[config.mk]
export PLATFORM = sky130hd
export DESIGN_NAME = custom_axi_ip_mc
export DESIGN_NICKNAME = d
export VERILOG_FILES = /design/src/rtl/custom_axi_ip_mc.sv
export SDC_FILE = /design/constraint.sdc
export NUM_CORES = 1
export LEC_CHECK = 0
export CORE_AREA = 3 3 160 162
export DETAILED_ROUTE_END_ITERATION = 6
export DIE_AREA = 0 0 163 165
export PLACE_DENSITY = 0.71
export SLEW_MARGIN = 20
export SYNTH_ARGS = -nofsm -noshare
export SYNTH_HDL_FRONTEND = slang
export SYNTH_SLANG_ARGS = --single-unit
export TNS_END_PERCENT = 30
[constraint.sdc]
create_clock -name clk_i -period 6.1 [get_ports clk_i]
set_input_delay 0.915 -clock clk_i [delete_from_list [all_inputs] [get_ports clk_i]]
set_output_delay 0.915 -clock clk_i [all_outputs]
set_load 0.005 [all_outputs]
[src/rtl/custom_axi_ip_mc.sv]
// Purpose    : per-command accumulator (inc/dec/pass) writing into NUM_CH result channels, with sticky wrap flags.
// Latency    : accept at edge T -> done_o in cycle T+BUSY_CYCLES+1, err_o in T+1; ready_o returns one cycle after either.
// Backpressure: ready_o is high only in IDLE; start_i without ready_o is dropped (no queue). Option macro: CUSTOM_AXI_IP_MC_OVF_EN.
module custom_axi_ip_mc #(
    parameter int DATA_WIDTH  = 32,
    parameter int NUM_CH      = 4,
    parameter int BUSY_CYCLES = 1,
    localparam int CH_W       = (NUM_CH > 1) ? $clog2(NUM_CH) : 1
) (
    input  logic                           clk_i,
    input  logic                           rst_i,
    input  logic                           start_i,
    input  logic [CH_W-1:0]                ch_sel_i,
    input  logic [1:0]                     mode_i,
    input  logic [DATA_WIDTH-1:0]          data_i,
    input  logic                           ovf_clr_i,
    output logic                           ready_o,
    output logic                           done_o,
    output logic                           err_o,
    output logic [DATA_WIDTH-1:0]          result_o,
    output logic [CH_W-1:0]                result_ch_o,
    output logic [NUM_CH*DATA_WIDTH-1:0]   ch_data_o,
    output logic [1:0]                     status_o,
    output logic [NUM_CH-1:0]              ovf_o
);

    typedef enum logic [1:0] {
        IDLE  = 2'd0,
        BUSY  = 2'd1,
        DONE  = 2'd2,
        ERROR = 2'd3
    } state_t;

    localparam logic [7:0]    BUSY_M1  = 8'(BUSY_CYCLES - 1);
    // One extra bit so NUM_CH itself is representable when it is a power of two.
    localparam logic [CH_W:0] NUM_CH_L = (CH_W + 1)'(NUM_CH);

    state_t                              state_q, state_d;
    logic [DATA_WIDTH-1:0]               acc_q, acc_d;
    logic [1:0]                          mode_q, mode_d;
    logic [CH_W-1:0]                     ch_q, ch_d;
    logic [7:0]                          cnt_q, cnt_d;
    logic [DATA_WIDTH-1:0]               result_q, result_d;
    logic [CH_W-1:0]                     result_ch_q, result_ch_d;
    logic [NUM_CH-1:0][DATA_WIDTH-1:0]   ch_data_q, ch_data_d;
    logic                                busy_wrap;

    // Next-state, accumulator step and channel write-back.
    always_comb begin
        state_d     = state_q;
        acc_d       = acc_q;
        mode_d      = mode_q;
        ch_d        = ch_q;
        cnt_d       = cnt_q;
        result_d    = result_q;
        result_ch_d = result_ch_q;
        ch_data_d   = ch_data_q;
        busy_wrap   = 1'b0;
        case (state_q)
            IDLE: begin
                if (start_i) begin
                    if ((mode_i != 2'd3) && ({1'b0, ch_sel_i} < NUM_CH_L)) begin
                        acc_d   = data_i;
                        mode_d  = mode_i;
                        ch_d    = ch_sel_i;
                        cnt_d   = BUSY_M1;
                        state_d = BUSY;
                    end else begin
                        // Rejected commands touch nothing but the state.
                        state_d = ERROR;
                    end
                end
            end
            BUSY: begin
                case (mode_q)
                    2'd0: begin
                        acc_d     = acc_q + DATA_WIDTH'(1);
                        busy_wrap = &acc_q;
                    end
                    2'd1: begin
                        acc_d     = acc_q - DATA_WIDTH'(1);
                        busy_wrap = ~|acc_q;
                    end
                    default: ;
                endcase
                if (cnt_q == 8'd0) begin
                    // Write results on the last BUSY edge so they are visible during DONE.
                    state_d     = DONE;
                    result_d    = acc_d;
                    result_ch_d = ch_q;
                    for (int k = 0; k < NUM_CH; k++) begin
                        if (ch_q == CH_W'(k)) begin
                            ch_data_d[k] = acc_d;
                        end
                    end
                end else begin
                    cnt_d = cnt_q - 8'd1;
                end
            end
            DONE:    state_d = IDLE;
            ERROR:   state_d = IDLE;
            default: state_d = IDLE;
        endcase
    end

    // State and datapath registers; reset aborts any command in flight.
    always_ff @(posedge clk_i or posedge rst_i) begin
        if (rst_i) begin
            state_q     <= IDLE;
            acc_q       <= '0;
            mode_q      <= '0;
            ch_q        <= '0;
            cnt_q       <= '0;
            result_q    <= '0;
            result_ch_q <= '0;
            ch_data_q   <= '0;
        end else begin
            state_q     <= state_d;
            acc_q       <= acc_d;
            mode_q      <= mode_d;
            ch_q        <= ch_d;
            cnt_q       <= cnt_d;
            result_q    <= result_d;
            result_ch_q <= result_ch_d;
            ch_data_q   <= ch_data_d;
        end
    end

`ifdef CUSTOM_AXI_IP_MC_OVF_EN
    logic [NUM_CH-1:0] ovf_q, ovf_d;

    // Clear first, then set, so a wrap in the same cycle as a clear survives.
    always_comb begin
        ovf_d = ovf_clr_i ? '0 : ovf_q;
        for (int k = 0; k < NUM_CH; k++) begin
            if (busy_wrap && (ch_q == CH_W'(k))) begin
                ovf_d[k] = 1'b1;
            end
        end
    end

    // Sticky per-channel wrap flags.
    always_ff @(posedge clk_i or posedge rst_i) begin
        if (rst_i) begin
            ovf_q <= '0;
        end else begin
            ovf_q <= ovf_d;
        end
    end

    assign ovf_o = ovf_q;
`else
    logic unused_cfg;
    assign unused_cfg = busy_wrap ^ ovf_clr_i;
    assign ovf_o      = '0;
`endif

    assign ready_o     = (state_q == IDLE);
    assign done_o      = (state_q == DONE);
    assign err_o       = (state_q == ERROR);
    assign status_o    = state_q;
    assign result_o    = result_q;
    assign result_ch_o = result_ch_q;
    assign ch_data_o   = ch_data_q;

endmodule

==> impl_metrics.py, run 1 <==
metrics = {
    "sta": {
        "timing.setup.tns_ns": 0,
        "maxSlewViolCount": 0,
        "finClkSkew_ns": 0.0189,
        "rsz0062_at_grt": "false",
        "finalHoldViolCount": 0,
        "setup-violations-final": 0,
        "min_period_ns": 4.39,
        "hold_slack_ns": 0.471,
        "period_share_pct": 72.0,
        "max_clock_freq_mhz": 228,
        "tightest_slew_ns": 1.18,
        "slew_headroom_pct": 18.9,
    },
    "layout": {
        "diodes": 0,
        "layout.nets": 1323,
        "layout-area-overhead-vs-synth_pct": 27.9,
        "drive_gt1_share_pct": 7.97,
        "utilization_pct": 55.0,
    },
    "flow_run": {
        "drv_cap": 0,
    },
    "detailed_routing": {
        "drt_iter0_drc": 904,
        "post_drt_wl_per_cell_um": 19.8,
        "viasPerCell": 5.73,
        "ant_nets": 0,
        "drtPass1Iterations": 7,
        "wl_um": 32100,
        "vias": 9261,
        "drcViolationCount": 0,
    },
    "outcome": {
        "outcome": "finished, final reports clean",
    },
    "clocking": {
        "cts_buffer_depth": 3,
        "cts_tree": "done",
        "postCtsSetupBuffers": 0,
        "cts_buffers": 23,
        "clockRootBuffer": "clkbuf_16",
        "clk_latency_ns": 0.51,
        "cts_htree_levels": 1,
        "cts.sinks": 208,
        "holdBufCountCts": 0,
        "cts_resized": 0,
        "clkTransAtPathRegs_ns": 0.06,
    },
    "place": {
        "io_buffers": 205,
        "gp_congestion": 0.927,
        "post-dp-hpwl_um": 22600,
    },
    "floorplan": {
        "die_x_um": 163,
        "design.die.area_um2": 26900,
        "row_count": 57,
        "num_io_pins": 211,
        "core-area_um2": 24200,
        "die_h_um": 165,
        "start_util_pct": 43.0,
    },
    "yosys": {
        "synth_ff_type": "dfrtp_1",
        "async_flop_share_pct": 100,
        "ys_ff_latch": 208,
        "yosysSeqAreaShare_pct": 49.9,
        "synth.avg_cell_area_um2": 9.27,
        "synth_cells": 1125,
        "syn_area_um2": 10400,
        "yosysWarningCount": 0,
        "ys_types": 73,
        "synth-edff-count": 0,
    },
    "setup_path": {
        "worstPathRequired_ns": 6.44,
        "critPathLaunchType": "flip-flop",
        "startpoint": "mode_q[0]",
        "ff2ff_setup_slack_ns": 1.71,
        "critPathKind": "reg -> reg",
        "end_kind": "flip-flop",
        "cp_max_fo": 41,
        "worstPathArrival_ns": 4.74,
        "r2r_start": "mode_q[0]",
    },
    "power_and_ir_drop": {
        "powerDensity_nw_per_um2": 503,
        "peakVddDrop_mv": 0.249,
        "p_leak_uw": 0.00567,
    },
    "global_routing": {
        "grt_overflow": 0,
        "grt_max_degree": 123,
        "grt_usage_pct": 23.5,
        "grt_pass1_wl_um": 50800,
        "grt_pass1_vias": 8897,
        "antenna_found_initial": 0,
    },
    "hold_path": {
        "hp-class": "reg -> reg",
        "hp-start": "ch_data_o[21]",
    },
}
[cells by family (layout without fill, tap and decap cells)]
kind of cell    after synthesis  count (layout)  share of synthesized area [%]
xor+xnor                     37              37                           3.11
compound gates              290             290                           17.1
mux                          53              53                           5.52
flops                       208             208                           49.9
fa+ha+maj                     2               2                          0.240
buf+inv                     102             267                           4.13
simple gates                432             432                           19.9
other cells                   1               4                         0.0360
[where the power goes]
part	switching, uW	internal, uW	leakage, uW
Combinational	1590	1360	0.00257
Clock	552	723	0.000337
Sequential	599	1890	0.00276
Total	2740	3970	0.00567
[cell type report]
class | count | area, um2
fillers | 2220 | 10900
inverters | 9 | 37.5
clock inverters | 8 | 46.3
well taps | 324 | 405
repair buffers | 221 | 2200
multi-input cells | 818 | 4820
clock buffers | 29 | 628
flip-flops and latches | 208 | 5200
[per-stage QoR]
step	setup slack [ns]	area, um2	power, uW	std cells
after floorplan	2.48	10400	3970	1128
after global placement	1.95	12600	5360	1579
after detailed placement	1.89	12600	5440	1579
after CTS	1.90	13300	6730	1616
after global routing	1.47	13300	7170	1617
final	1.71	13300	6710	1617
[worst paths after layout]
path	cells after the start	to
max	10	ch_data_o[46]
min	2	ch_data_o[21]
max reg2reg	10	ch_data_o[46]
min reg2reg	2	ch_data_o[21]
max in group asynchronous	4	acc_q[0]
min in group asynchronous	2	ch_data_o[77]
[flip-flops by register name, summed over array words and instances (netlist names)]
signal	flops
result_ch_o	2
result_o	32
mode_q	2
acc_q	32
ch_data_o	128
cnt_q	8
ch_q	2
status_o	2
[synthesized netlist by cell type, types with 8 or more instances]
master / instances / area, um2
a21o_1: 9 / 67.6
a21oi_1: 25 / 125
a221o_1: 9 / 90.1
a22oi_1: 20 / 150
a31oi_1: 10 / 62.6
and2_1: 11 / 68.8
and3_1: 16 / 100
buf_2: 8 / 40.0
clkbuf_1: 73 / 274
dfrtp_1: 208 / 5200
inv_1: 8 / 30.0
mux2_2: 30 / 338
mux2i_1: 20 / 200
nand2_1: 195 / 732
nand3_1: 33 / 165
nand4_1: 10 / 62.6
nor2_1: 62 / 233
nor3_1: 18 / 90.1
nor4_1: 16 / 100
o211ai_1: 10 / 75.1
o21ai_0: 151 / 756
or2_2: 8 / 50.1
or3_1: 22 / 138
or4_1: 8 / 60.1
xnor2_1: 24 / 210
xor2_1: 13 / 114
[critical path: stages, from the launching register on]
cell      delay, ns
dfrtp_1        0.88
nand2b_4       0.44
xnor2_1        0.25
ha_1           0.24
or3_1          0.39
o21a_1         0.21
o22a_1         0.23
o21ai_0        0.45
a31oi_1        0.29
xor2_1         0.66
o21ai_0        0.18
[cells in the final DEF (no fill, tap or decap), types with 10 or more instances in the layout]
cell             instances
a21oi_1                 24
or3_1                   22
and3_1                  16
mux2i_1                 20
and2_1                  11
dfrtp_1                208
nand4_1                 10
clkdlybuf4s50_1        205
a31oi_1                 10
nor4_1                  16
mux2_2                  30
nor3_1                  18
nand2_1                194
xor2_1                  13
buf_4                   14
a22oi_1                 20
clkbuf_16               23
nand3_1                 32
nor2_1                  62
xnor2_1                 24
o21ai_0                151
o211ai_1                10
[metal layers]
layer	wire length, um	part of all wire, %	GRT usage (%)	up-vias
met3	2170	6.8	3.71	64
met4	969	3.0	7.11	0
li1	-	-	-	4300
met1	14000	44	32.8	4522
met5	0	0	0	-
met2	14900	46	38.1	375
No activity file was read; power rests on OpenSTA's default activity.
==> inputs of run 2 (changes only) <==
--- a/config.mk
+++ b/config.mk
@@ -8,7 +8,7 @@
 export CORE_AREA = 3 3 160 162
 export DETAILED_ROUTE_END_ITERATION = 6
 export DIE_AREA = 0 0 163 165
-export PLACE_DENSITY = 0.71
+export PLACE_DENSITY = 0.68
 export SLEW_MARGIN = 20
 export SYNTH_ARGS = -nofsm -noshare
 export SYNTH_HDL_FRONTEND = slang
==> constraint.sdc (replaced) <==
create_clock -name clk_i -period 4.5 [get_ports clk_i]
set_input_delay 0.675 -clock clk_i [delete_from_list [all_inputs] [get_ports clk_i]]
set_output_delay 0.675 -clock clk_i [all_outputs]
set_load 0.005 [all_outputs]
==> impl_metrics.py, run 2 (synthesized netlist as in run 1, its figures left out) <==
metrics = {
    "global_routing": {
        "grt_max_degree": 97,
        "grt_overflow": 0,
        "antenna_found_initial": 0,
        "grt_pass1_wl_um": 50300,
        "grt_pass1_vias": 8760,
        "grt_usage_pct": 23.6,
    },
    "setup_path": {
        "cp_max_fo": 29,
        "worstPathRequired_ns": 4.89,
        "end_kind": "flip-flop",
        "critPathKind": "reg -> reg",
        "worstPathArrival_ns": 3.77,
        "critPathLaunchType": "flip-flop",
    },
    "sta": {
        "period_share_pct": 75.1,
        "timing.setup.tns_ns": 0,
        "max_clock_freq_mhz": 296,
        "rsz0062_at_grt": "false",
        "setup-violations-final": 0,
        "min_period_ns": 3.38,
        "hold_slack_ns": 0.468,
        "tightest_slew_ns": 0.928,
        "slew_headroom_pct": 37.9,
        "maxSlewViolCount": 0,
        "finalHoldViolCount": 0,
        "finClkSkew_ns": 0.0210,
    },
    "detailed_routing": {
        "wl_um": 32100,
        "post_drt_wl_per_cell_um": 19.7,
        "drcViolationCount": 0,
        "viasPerCell": 5.59,
        "ant_nets": 0,
        "drtPass1Iterations": 5,
        "drt_iter0_drc": 727,
        "vias": 9127,
    },
    "floorplan": {
        "die_h_um": 165,
        "start_util_pct": 43.0,
        "core-area_um2": 24200,
        "num_io_pins": 211,
        "row_count": 57,
        "die_x_um": 163,
        "design.die.area_um2": 26900,
    },
    "flow_run": {
        "drv_cap": 0,
    },
    "layout": {
        "num-fill-cells": 2220,
        "largest_register_ffs": 128,
        "design_area_um2": 13500,
        "drive_gt1_share_pct": 9.10,
        "final_cell_mix": "dfrtp_1 (208), clkdlybuf4s50_1 (205), nand2_1 (194)",
        "layout_commonest_cell": "dfrtp_1",
        "layout.nets": 1335,
        "layout-area-overhead-vs-synth_pct": 29.4,
    },
    "clocking": {
        "clockRootBuffer": "clkbuf_16",
        "clk_latency_ns": 0.52,
        "clkTransAtPathRegs_ns": 0.06,
        "cts_buffer_depth": 3,
        "holdBufCountCts": 0,
        "cts_resized": 0,
        "cts_tree": "done",
        "cts.sinks": 208,
        "postCtsSetupBuffers": 0,
        "cts_buffers": 23,
        "cts_htree_levels": 1,
    },
    "place": {
        "post-dp-hpwl_um": 22800,
        "io_buffers": 205,
        "place_area_um2": 12800,
        "gp_congestion": 0.908,
    },
    "outcome": {
        "outcome": "finished, final reports clean",
    },
    "power_and_ir_drop": {
        "p_total_uw": 9280,
        "peakVddDrop_mv": 0.371,
        "powerDensity_nw_per_um2": 688,
        "p_leak_uw": 0.00576,
    },
    "hold_path": {
        "hp-class": "reg -> reg",
    },
}
## run 2: cell count changes in the layout (fill, tap and decap cells not counted), sizes merged
cell | previous run | this run
buf | 16 | 28
clkbuf | 29 | 31
bufinv | 0 | 1
clkinvlp | 2 | 1
diode | 0 | 1
inv | 8 | 9
## run 2: critical path: stages (launching register included)
cell	delay, ns
dfrtp_1	0.41
buf_4	0.22
nor2b_1	0.19
buf_4	0.24
or3_1	0.40
a222oi_1	0.36
buf_4	0.25
o211ai_1	0.13
mux2i_1	0.24
o221ai_1	0.39
mux2_2	0.40
## run 2: report_power, final
| part | internal, uW | switching [uW] |
|---|---|---|
| Clock | 1090 | 759 |
| Combinational | 1900 | 2220 |
| Sequential | 2560 | 744 |
| Total | 5560 | 3730 |
## run 2: worst paths after layout
check / startpoint / end / slack, ns / cells past startpoint
setup / recovery: mode_q[0] / ch_data_o[25] / 1.12 / 10
hold / removal: ch_data_o[21] / ch_data_o[21] / 0.47 / 2
setup reg to reg: mode_q[0] / ch_data_o[25] / 1.12 / 10
hold reg to reg: ch_data_o[21] / ch_data_o[21] / 0.47 / 2
max in group asynchronous: rst_i / acc_q[17] / 2.87 / 3
min in group asynchronous: rst_i / result_o[1] / 0.67 / 2
## run 2: area by class of cell
type | count | area (um2) | share of cell area (%)
tap | 324 | 405 | 3.00
inverter | 9 | 37.5 | 0.278
sequential | 208 | 5200 | 38.6
clock buffer | 31 | 666 | 4.93
antenna | 1 | 2.50 | 0.0185
multi-input combinational | 818 | 4820 | 35.7
timing repair buffer | 233 | 2290 | 16.9
clock inverter | 9 | 77.6 | 0.575
## run 2: routing by layer
metal  up-vias  global-route usage [%]  part of all wire (%)  routed length, um
met1      4438                    32.6                    45              14500
met4         0                    7.07                   2.9                923
li1       4336                       -                     -                  -
met3        51                    4.09                   6.0               1940
met5         -                       0                     0                  0
met2       302                    38.3                    46              14800
## run 2: stage by stage
step / std cells / util (%) / setup WS [ns]
5_1_grt: 1632 / 55.7 / 0.944
3_3_place_gp: 1592 / 52.6 / 1.23
4_1_cts: 1632 / 55.7 / 1.18
2_1_floorplan: 1128 / - / 0.891
3_5_place_dp: 1592 / 52.6 / 1.21
6_report: 1633 / 55.7 / 1.12
==> inputs of run 3 (changes only) <==
--- a/config.mk
+++ b/config.mk
@@ -8,7 +8,7 @@
 export CORE_AREA = 3 3 160 162
 export DETAILED_ROUTE_END_ITERATION = 6
 export DIE_AREA = 0 0 163 165
-export PLACE_DENSITY = 0.68
+export PLACE_DENSITY = 0.71
 export SLEW_MARGIN = 20
 export SYNTH_ARGS = -nofsm -noshare
 export SYNTH_HDL_FRONTEND = slang
==> constraint.sdc (replaced) <==
create_clock -name clk_i -period 3.1 [get_ports clk_i]
set_input_delay 0.465 -clock clk_i [delete_from_list [all_inputs] [get_ports clk_i]]
set_output_delay 0.465 -clock clk_i [all_outputs]
set_load 0.005 [all_outputs]
==> impl_metrics.py, run 3 (synthesized netlist as in run 1, its figures left out) <==
metrics = {
    "flow_run": {
        "drv_cap": 0,
    },
    "sta": {
        "slew_headroom_pct": 40.0,
        "setup-violations-final": 0,
        "finClkSkew_ns": 0.00824,
        "period_share_pct": 97.2,
        "min_period_ns": 3.01,
        "tightest_slew_ns": 0.900,
        "max_clock_freq_mhz": 332,
        "finalHoldViolCount": 0,
        "maxSlewViolCount": 0,
        "rsz0062_at_grt": "true",
    },
    "floorplan": {
        "row_count": 57,
        "design.die.area_um2": 26900,
        "die_h_um": 165,
        "core-area_um2": 24200,
        "start_util_pct": 43.0,
        "num_io_pins": 211,
        "die_x_um": 163,
    },
    "clocking": {
        "clockRootBuffer": "clkbuf_16",
        "cts_buffers": 23,
        "cts_tree": "done",
        "cts_htree_levels": 1,
        "cts.sinks": 208,
        "clk_latency_ns": 0.51,
        "clkTransAtPathRegs_ns": 0.06,
        "cts_buffer_depth": 3,
    },
    "detailed_routing": {
        "wl_um": 33600,
        "drtPass1Iterations": 5,
        "ant_nets": 0,
        "viasPerCell": 5.64,
        "drt_iter0_drc": 901,
        "vias": 9440,
        "post_drt_wl_per_cell_um": 20.1,
        "drcViolationCount": 0,
    },
    "layout": {
        "largest_register_ffs": 128,
        "layout_commonest_cell": "dfrtp_1",
        "final_cell_mix": "dfrtp_1 (208), clkdlybuf4s50_1 (205), nand2_1 (195)",
        "fin_cells": 1674,
        "num-fill-cells": 2129,
        "layout.nets": 1375,
        "drive_gt1_share_pct": 12.4,
        "layout-area-overhead-vs-synth_pct": 33.6,
        "utilization_pct": 57.5,
    },
    "power_and_ir_drop": {
        "powerDensity_nw_per_um2": 1010,
        "internal-power_uw": 8510,
        "seq_power_share_pct": 33.3,
        "peakVddDrop_mv": 0.644,
        "clkPwrFrac_pct": 19.6,
        "switching_power_uw": 5620,
        "p_leak_uw": 0.00597,
        "switching_share_pct": 39.8,
        "p_total_uw": 14100,
        "comb_power_share_pct": 47.0,
    },
    "setup_path": {
        "critPathLaunchType": "flip-flop",
        "worstPathArrival_ns": 3.37,
        "critPathKind": "reg -> reg",
        "worstPathRequired_ns": 3.46,
        "end_kind": "flip-flop",
        "reg2reg_depth": 13,
        "cp_max_fo": 5,
    },
    "global_routing": {
        "grt_max_degree": 68,
        "use_met3_pct": 3.64,
        "grt_pass1_vias": 9074,
        "met1_usage_pct": 33.8,
        "grt_usage_pct": 24.5,
        "antenna_found_initial": 1,
        "busiest_layer": "met2",
        "grtUsageMet2_pct": 40.7,
        "grt_overflow": 0,
        "grt_pass1_wl_um": 52200,
    },
    "outcome": {
        "outcome": "finished, final reports clean",
    },
    "hold_path": {
        "hp-class": "in -> async",
    },
    "place": {
        "gp_congestion": 0.950,
        "dp_cells": 1631,
        "io_buffers": 205,
        "post-dp-hpwl_um": 24000,
    },
}
run 3: worst paths after layout:
| path | end | startpoint | slack, ns |
|---|---|---|---|
| max reg2reg | ch_data_o[28] | mode_q[1] | 0.09 |
| max | ch_data_o[28] | mode_q[1] | 0.09 |
| min reg2reg | ch_data_o[85] | ch_data_o[85] | 0.46 |
| min | result_o[12] | rst_i | 0.42 |
| max in group asynchronous | acc_q[21] | rst_i | 1.88 |
| min in group clk_i | ch_data_o[85] | ch_data_o[85] | 0.46 |
run 3: critical path, cell delays in order, from the launching register on:
cell and delay [ns]:
dfrtp_1 0.37, nand2b_4 0.16, xnor2_2 0.13, ha_2 0.21
or3_1 0.32, buf_4 0.17, o31ai_4 0.23, a222oi_1 0.12
buf_4 0.17, nor2_2 0.14, mux2i_1 0.28, xnor2_1 0.23
buf_4 0.22, o21ai_0 0.09
run 3: stage by stage:
stage | area, um2 | setup TNS (ns) | worst slack, ns | hold slack, ns
6_report | 13900 | 0 | 0.0866 | 0.420
5_1_grt | 13900 | -0.0506 | -0.0302 | 0.456
4_1_cts | 13900 | 0 | 0.0236 | 0.434
3_5_place_dp | 13100 | -0.00948 | -0.00315 | 0.456
3_3_place_gp | 13100 | 0 | 0.0142 | 0.454
2_1_floorplan | 10500 | -15.69 | -0.154 | 0.459
run 3: power groups by stage:
stage	Combinational (uW)	Sequential [uW]	Clock [uW]
after CTS	6600	4700	2830
after detailed placement	6550	4720	0
final	6650	4710	2770
after global placement	6440	4690	0
after floorplan	3560	4310	0
after global routing	7250	4860	2950
run 3: layer usage:
layer	vias up	wire [um]
li1	4420	-
met3	47	2050
met4	0	863
met5	-	0
met2	355	16000
met1	4618	14700
run 3: timing repair:
| item | 4_1_cts | 5_1_grt |
|---|---|---|
| buffers inserted | 0 | 1 |
| hold buffers | 0 | 0 |
| pin swaps | 0 | 1 |
| gates resized for setup | 1 | 9 |
| setup endpoints to repair | 5 | 43 |
run 3: layout make-up:
class / instances / area (um2) / area share (%)
diodes: 1 / 2.50 / 0.0180
clock buffers: 33 / 673 / 4.83
clock inverters: 8 / 98.8 / 0.709
inverters: 9 / 37.5 / 0.269
multi-input cells: 818 / 4900 / 35.2
flip-flops and latches: 208 / 5200 / 37.4
well taps: 324 / 405 / 2.91
repair buffers: 273 / 2610 / 18.8
